**config.mk**
```make
export PLATFORM = sky130hd
export DESIGN_NAME = seg_scan_decoder
export DESIGN_NICKNAME = d
export VERILOG_FILES = /design/src/rtl/seg_scan_decoder.sv
export SDC_FILE = /design/constraint.sdc
export NUM_CORES = 1
export LEC_CHECK = 0
export CAP_MARGIN = 20
export CORE_MARGIN = 3
export CORE_UTILIZATION = 58
export CTS_CLUSTER_DIAMETER = 100
export DETAILED_ROUTE_END_ITERATION = 12
export GPL_TIMING_DRIVEN = 0
export PLACE_DENSITY_LB_ADDON = 0.08
export SETUP_SLACK_MARGIN = 0.02
export SYNTH_ARGS = -nofsm -noshare
export SYNTH_HDL_FRONTEND = slang
export SYNTH_SLANG_ARGS = --single-unit
```
**constraint.sdc**
```tcl
create_clock -name sys_clk -period 3.3 [get_ports sys_clk]
set_clock_uncertainty 0.1 [all_clocks]
set_input_delay 0.99 -clock sys_clk [delete_from_list [all_inputs] [get_ports sys_clk]]
set_output_delay 0.99 -clock sys_clk [all_outputs]
set_load 0.03 [all_outputs]
```
**src/rtl/seg_scan_decoder.sv**
```systemverilog
// Receive-side monitor for a multiplexed 4-digit active-low 7-segment bus.
// Debounces each digit dwell, decodes glyphs and rebuilds the EW/SN countdown values.
module seg_scan_decoder #(
  parameter int STABLE_CYC = 3,
  parameter int BLANK_CYC  = 8
) (
  input  logic       sys_clk,
  input  logic       sys_rst,
  input  logic [3:0] sel,
  input  logic [7:0] seg_led,
  output logic [5:0] ew_time,
  output logic [5:0] sn_time,
  output logic       time_valid,
  output logic       frame_err,
  output logic       blank
);

  typedef enum logic [1:0] {SYNC = 2'd0, D1 = 2'd1, D2 = 2'd2, D3 = 2'd3} state_t;

  localparam logic [7:0] STAB_TGT  = 8'(STABLE_CYC - 1);
  localparam logic [7:0] BLANK_TGT = 8'(BLANK_CYC);

  // Decimal point carries no digit information.
  logic unused_dp;
  assign unused_dp = seg_led[7];

  logic [3:0] s_sel, p_sel;
  logic [6:0] s_seg, p_seg;
  logic [7:0] stab_cnt, idle_cnt;
  state_t     state;
  logic [3:0] d0, d1, d2, d3;
  logic       cmp_pend;

  logic       sel_onehot, sel_idle, sel_bad;
  logic [1:0] pos, exp_pos;
  logic [7:0] stab_next, idle_next;
  logic       accept, bad_evt, blank_evt, acc_err;
  logic       glyph_ok;
  logic [3:0] glyph_val;
  logic [6:0] e_sum, s_sum;
  logic       overflow, tv_next, fe_next;

  function automatic logic [4:0] decode_glyph(input logic [6:0] seg);
    case ({1'b1, seg})
      8'hC0:   return 5'h10;
      8'hF9:   return 5'h11;
      8'hA4:   return 5'h12;
      8'hB0:   return 5'h13;
      8'h99:   return 5'h14;
      8'h92:   return 5'h15;
      8'h82:   return 5'h16;
      8'hF8:   return 5'h17;
      8'h80:   return 5'h18;
      8'h90:   return 5'h19;
      default: return 5'h00;
    endcase
  endfunction

  // NOTE: every always_comb output gets a default first so no path leaves it unassigned (no latch).
  always_comb begin
    sel_onehot = 1'b1;
    pos        = 2'd0;
    case (s_sel)
      4'b1110: pos = 2'd0;
      4'b1101: pos = 2'd1;
      4'b1011: pos = 2'd2;
      4'b0111: pos = 2'd3;
      default: sel_onehot = 1'b0;
    endcase
    sel_idle = (s_sel == 4'hF);
    sel_bad  = !sel_onehot && !sel_idle;

    if ({s_sel, s_seg} != {p_sel, p_seg}) stab_next = 8'd0;
    else if (stab_cnt == 8'hFF)           stab_next = 8'hFF;
    else                                  stab_next = stab_cnt + 8'd1;

    if (!sel_idle)              idle_next = 8'd0;
    else if (idle_cnt == 8'hFF) idle_next = 8'hFF;
    else                        idle_next = idle_cnt + 8'd1;

    // The dwell target is hit exactly once because the counter saturates above it.
    accept    = sel_onehot && (stab_next == STAB_TGT);
    bad_evt   = sel_bad    && (stab_next == STAB_TGT);
    blank_evt = sel_idle   && (idle_next == BLANK_TGT);

    {glyph_ok, glyph_val} = decode_glyph(s_seg);
    exp_pos = state;
    acc_err = accept && (!glyph_ok || (pos != exp_pos));

    e_sum    = 7'({d0, 3'b000}) + 7'({d0, 1'b0}) + 7'(d1);
    s_sum    = 7'({d2, 3'b000}) + 7'({d2, 1'b0}) + 7'(d3);
    overflow = (e_sum > 7'd63) || (s_sum > 7'd63);

    // A clean completion suppresses any error raised in the same cycle.
    tv_next = cmp_pend && !overflow;
    fe_next = !tv_next && ((cmp_pend && overflow) || acc_err || bad_evt);
  end

  // NOTE: sequential state uses non-blocking assignments so every register sees pre-edge values.
  always_ff @(posedge sys_clk or posedge sys_rst) begin
    if (sys_rst) begin
      s_sel      <= 4'hF;
      p_sel      <= 4'hF;
      s_seg      <= 7'h7F;
      p_seg      <= 7'h7F;
      stab_cnt   <= 8'd0;
      idle_cnt   <= 8'd0;
      state      <= SYNC;
      d0         <= 4'd0;
      d1         <= 4'd0;
      d2         <= 4'd0;
      d3         <= 4'd0;
      cmp_pend   <= 1'b0;
      ew_time    <= 6'd0;
      sn_time    <= 6'd0;
      time_valid <= 1'b0;
      frame_err  <= 1'b0;
      blank      <= 1'b1;
    end else begin
      s_sel      <= sel;
      s_seg      <= seg_led[6:0];
      p_sel      <= s_sel;
      p_seg      <= s_seg;
      stab_cnt   <= stab_next;
      idle_cnt   <= idle_next;
      cmp_pend   <= 1'b0;
      time_valid <= tv_next;
      frame_err  <= fe_next;

      if (tv_next) begin
        ew_time <= e_sum[5:0];
        sn_time <= s_sum[5:0];
      end

      if (accept) begin
        if (glyph_ok) blank <= 1'b0;
        if (!glyph_ok) begin
          state <= SYNC;
        end else if (pos == 2'd0) begin
          // A d0 always opens a new frame, even when it arrives out of order.
          d0    <= glyph_val;
          state <= D1;
        end else if (pos == exp_pos) begin
          case (state)
            D1: begin d1 <= glyph_val; state <= D2; end
            D2: begin d2 <= glyph_val; state <= D3; end
            D3: begin d3 <= glyph_val; state <= SYNC; cmp_pend <= 1'b1; end
            default: state <= SYNC;
          endcase
        end else begin
          state <= SYNC;
        end
      end else if (bad_evt) begin
        state <= SYNC;
      end else if (blank_evt) begin
        blank <= 1'b1;
        state <= SYNC;
      end
    end
  end

endmodule

```
==> impl_metrics.yaml <==
floorplan:
  floorplan.io_pins: 29
  start_util_pct: 61.8
  floorplan.rows: 28
  die_width_um: 86.8
  coreArea_mm2: 0.00613
  die-area_mm2: 0.00754
  chipHeight_um: 86.8
grt:
  via_count_of_the_first_global_routing_pass: 2610
  groute.usage.overall_pct: 20.3
  grt_start_max_net_pins: 73
  wire_length_of_the_first_global_routing_pass_um: 11900
  grt_antenna_before_repair: 0
  grt_remaining_overflow: 0
power_and_ir_drop:
  switching_power_uw: 376
  internal_power_mw: 1.23
  pwr_density_cell_mw_per_mm2: 371
  leakage_nw: 1.97
  power_frac_comb_pct: 5.6
  power.sequential.fraction_pct: 57.0
  irDropWorstVdd_mv: 0.323
  clock_power_share_pct: 37.4
  swShare_pct: 23.4
detailed_routing:
  dr_total_vias: 2676
  detail_route.drc_violations: 0
  final_antenna_net_count: 0
  first_pass_iters: 4
  drt-total-wl_um: 6940
  drt-vias-per-instance: 5.78
  drt-wirelength-per-cell_um: 15.0
  first_iter_violations: 121
timing:
  slew_hr_pct: 42.1
  timing_max_transition_violations_final: 0
  finalWorstPathRequiredPeriod_ns: 2.96
  finalHoldWorstSlack_ns: 0.263
  setup_ws_ns: 0.336
  max_clock_freq_ghz: 0.337
  share_of_the_clock_period_used_by_the_worst_path_after_layout_pct: 89.8
  grt_setup_unrepaired: "no"
  finalSetupViolations: 0
  timing_worst_slew_pin_value_ns: 0.869
  report.final.hold_viol_count: 0
logic_synthesis:
  post_synthesis_net_count: 381
  async_s_r_ff_share_synth_pct: 100
  ys_ff_latch: 72
  cell_variety_after_synth: 57
  synthCells: 344
  synth_enable_flop_cells: 0
  share_of_the_synthesized_area_in_the_top_cell_type_pct: 32.4
  post_synth.cell_area_avg_um2: 11.0
  synth_top_area_cell: "sky130_fd_sc_hd__dfrtp_1"
  ys.flop_type: "sky130_fd_sc_hd__dfrtp_1"
  synth_area_mm2: 0.00379
  yosysSeqAreaShare_pct: 48.3
  synth_area_leaders: "sky130_fd_sc_hd__dfrtp_1 (32%), sky130_fd_sc_hd__dfstp_2 (16%), sky130_fd_sc_hd__ha_1 (6.3%)"
  ys.warnings.count: 0
clocking:
  ctsLongestPathBuffers: 2
  worst_skew_pair.late_latency_ns: 0.35
  path_clk_slew_ns: 0.07
  clk_root_buffer_cell: "sky130_fd_sc_hd__clkbuf_8"
  numClockSinks: 72
  post_cts_resized: 0
  htree_num_levels: 3
  numCtsBuffers: 9
  postCtsHoldBufs: 0
  cts_tree: "built"
worst_setup_path:
  worstSetupEndpointType: "register"
  worst-r2r-setup-slack_ns: 0.34
  worst-endpoint-required_ns: 3.43
  r2r_end: "d2[2]$_DFFE_PP0P_"
  rr_startpoint: "stab_cnt[0]$_DFF_PP0_"
  timing.setup.critical_path_class: "reg -> reg"
  worst-path-max-fanout: 8
  timing.reg2reg.worst_path_depth: 8
  setup.worst_path.start_class: "register"
  cp.arrival_ns: 3.09
place:
  finalWeightedCongestion: 0.862
  place_hpwl_um: 4990
  preCtsSetupSlack_ns: -0.0523
  portBuffers: 27
  detailed_place.area_mm2: 0.00415
finish:
  post_route_cells_drive_above_1_share_pct: 17.0
  antenna_cells: 0
  syn_to_final_growth_pct: 14.2
  design.final.nets: 420
  mostFrequentLayoutCells: "sky130_fd_sc_hd__dfrtp_1 (49), sky130_fd_sc_hd__clkdlybuf4s50_1 (27), sky130_fd_sc_hd__nand2_1 (24)"
  post_layout_inst_area_mm2: 0.00433
  layout_commonest_cell: "sky130_fd_sc_hd__dfrtp_1"
worst_hold_path:
  hold_path_end: "p_sel[0]$_DFF_PP1_"
  min_path_cells: 0
  hold_class: "reg -> reg"
  hold_path_origin: "s_sel[0]$_DFF_PP1_"
flow_run:
  cap_viol_max_count: 0
status:
  run_status: "finished, final reports clean"
==> layer usage <==
metal  vias to the layer above  track usage (%)  share of wire (%)
met5                         -                0                  0
met4                         0             10.1                2.6
met3                        18             3.52                3.7
met2                        61             33.7                 48
met1                      1299             25.5                 45
li1                       1298                -                  -
==> worst max-delay path by stage <==
stage                                      from                endpoint  slack [ns]
after floorplan                         sys_rst      cmp_pend$_DFF_PP0_        0.42
after global placement                  sys_rst  ew_time[5]$_DFFE_PP0P_       -0.71
after detailed placement      d0[0]$_DFFE_PP0P_  sn_time[5]$_DFFE_PP0P_       -0.05
after CTS                 stab_cnt[0]$_DFF_PP0_       d2[2]$_DFFE_PP0P_        0.35
after global routing         s_sel[3]$_DFF_PP1_       d2[3]$_DFFE_PP0P_        0.15
final                     stab_cnt[0]$_DFF_PP0_       d2[2]$_DFFE_PP0P_        0.34
==> stage by stage <==
stage / util [%] / power, mW / setup TNS [ns] / instances
finish: 70.6 / 1.61 / 0 / 463
global route: 70.6 / 1.68 / 0 / 463
CTS: 70.6 / 1.62 / 0 / 463
detailed placement: 67.8 / 1.02 / -0.205 / 446
global placement: 67.7 / 1.02 / -35.67 / 446
floorplan: - / 0.990 / 0 / 344
==> area by class of cell <==
class / count / area, µm²
flip-flops and latches: 72 / 1830
multi-input cells: 233 / 1800
plain buffers: 18 / 82.6
well taps: 75 / 93.8
clock inverters: 4 / 20.0
inverters: 21 / 81.3
repair buffers: 28 / 278
fillers: 475 / 1800
clock buffers: 12 / 145
==> state kept, by name, summed over array words and instances (netlist names) <==
signal and flops:
stab_cnt 8, d0 4, frame_err 1, sn_time 6, s_sel 4, time_valid 1
blank 1, d1 4, cmp_pend 1, s_seg 7, p_sel 4, d2 4
d3 4, idle_cnt 8, exp_pos 2, p_seg 7, ew_time 6
==> Yosys cell counts, types with 4 or more instances <==
cell type                  instances
sky130_fd_sc_hd__fa_1              4
sky130_fd_sc_hd__mux2_1           16
sky130_fd_sc_hd__dfstp_2          23
sky130_fd_sc_hd__a21oi_1          18
sky130_fd_sc_hd__mux2_2            7
sky130_fd_sc_hd__nand3_2           4
sky130_fd_sc_hd__and4_1            4
sky130_fd_sc_hd__inv_1            21
sky130_fd_sc_hd__o21ai_0          11
sky130_fd_sc_hd__xnor2_1           5
sky130_fd_sc_hd__nand3_1           5
sky130_fd_sc_hd__nand4_1           6
sky130_fd_sc_hd__a31oi_1           4
sky130_fd_sc_hd__clkbuf_1         11
sky130_fd_sc_hd__nor2_1           14
sky130_fd_sc_hd__nand2_1          24
sky130_fd_sc_hd__o211ai_1          4
sky130_fd_sc_hd__ha_1             19
sky130_fd_sc_hd__nand3b_1          6
sky130_fd_sc_hd__a21o_1            5
sky130_fd_sc_hd__a211oi_1          4
sky130_fd_sc_hd__xor2_1           18
sky130_fd_sc_hd__nor3_1            7
sky130_fd_sc_hd__nor4_1            4
sky130_fd_sc_hd__dfrtp_1          49
sky130_fd_sc_hd__buf_2             6
==> worst max-delay path, cell delays in order, from the launching register on <==
cell and delay (ns):
sky130_fd_sc_hd__dfrtp_1 0.44, sky130_fd_sc_hd__ha_1 0.22, sky130_fd_sc_hd__clkbuf_1 0.19, sky130_fd_sc_hd__or2_0 0.25
sky130_fd_sc_hd__a211oi_1 0.25, sky130_fd_sc_hd__o211ai_1 0.24, sky130_fd_sc_hd__nor4_4 0.58, sky130_fd_sc_hd__nand3_2 0.22
sky130_fd_sc_hd__mux2_1 0.36
==> timing repair <==
| item | in CTS | in global routing |
|---|---|---|
| endpoints found under the setup margin | 5 | 0 |
| setup buffers | 1 | 0 |
| endpoints found under the hold margin | 0 | 0 |
==> power by group through the flow <==
stage	clock (mW)	sequential, mW	combinational [mW]
6_report	0.601	0.916	0.0900
2_1_floorplan	0	0.929	0.0610
3_3_place_gp	0	0.931	0.0879
4_1_cts	0.611	0.916	0.0914
3_5_place_dp	0	0.932	0.0911
5_1_grt	0.659	0.917	0.101
==> logic make-up after synthesis <==
group | synth area share, %
simple gates | 15.9
flops | 48.3
compound gates | 11.0
buf+inv | 4.26
xor+xnor | 5.32
mux | 6.84
fa+ha+maj | 8.39
(Power assumes the default switching activity.)
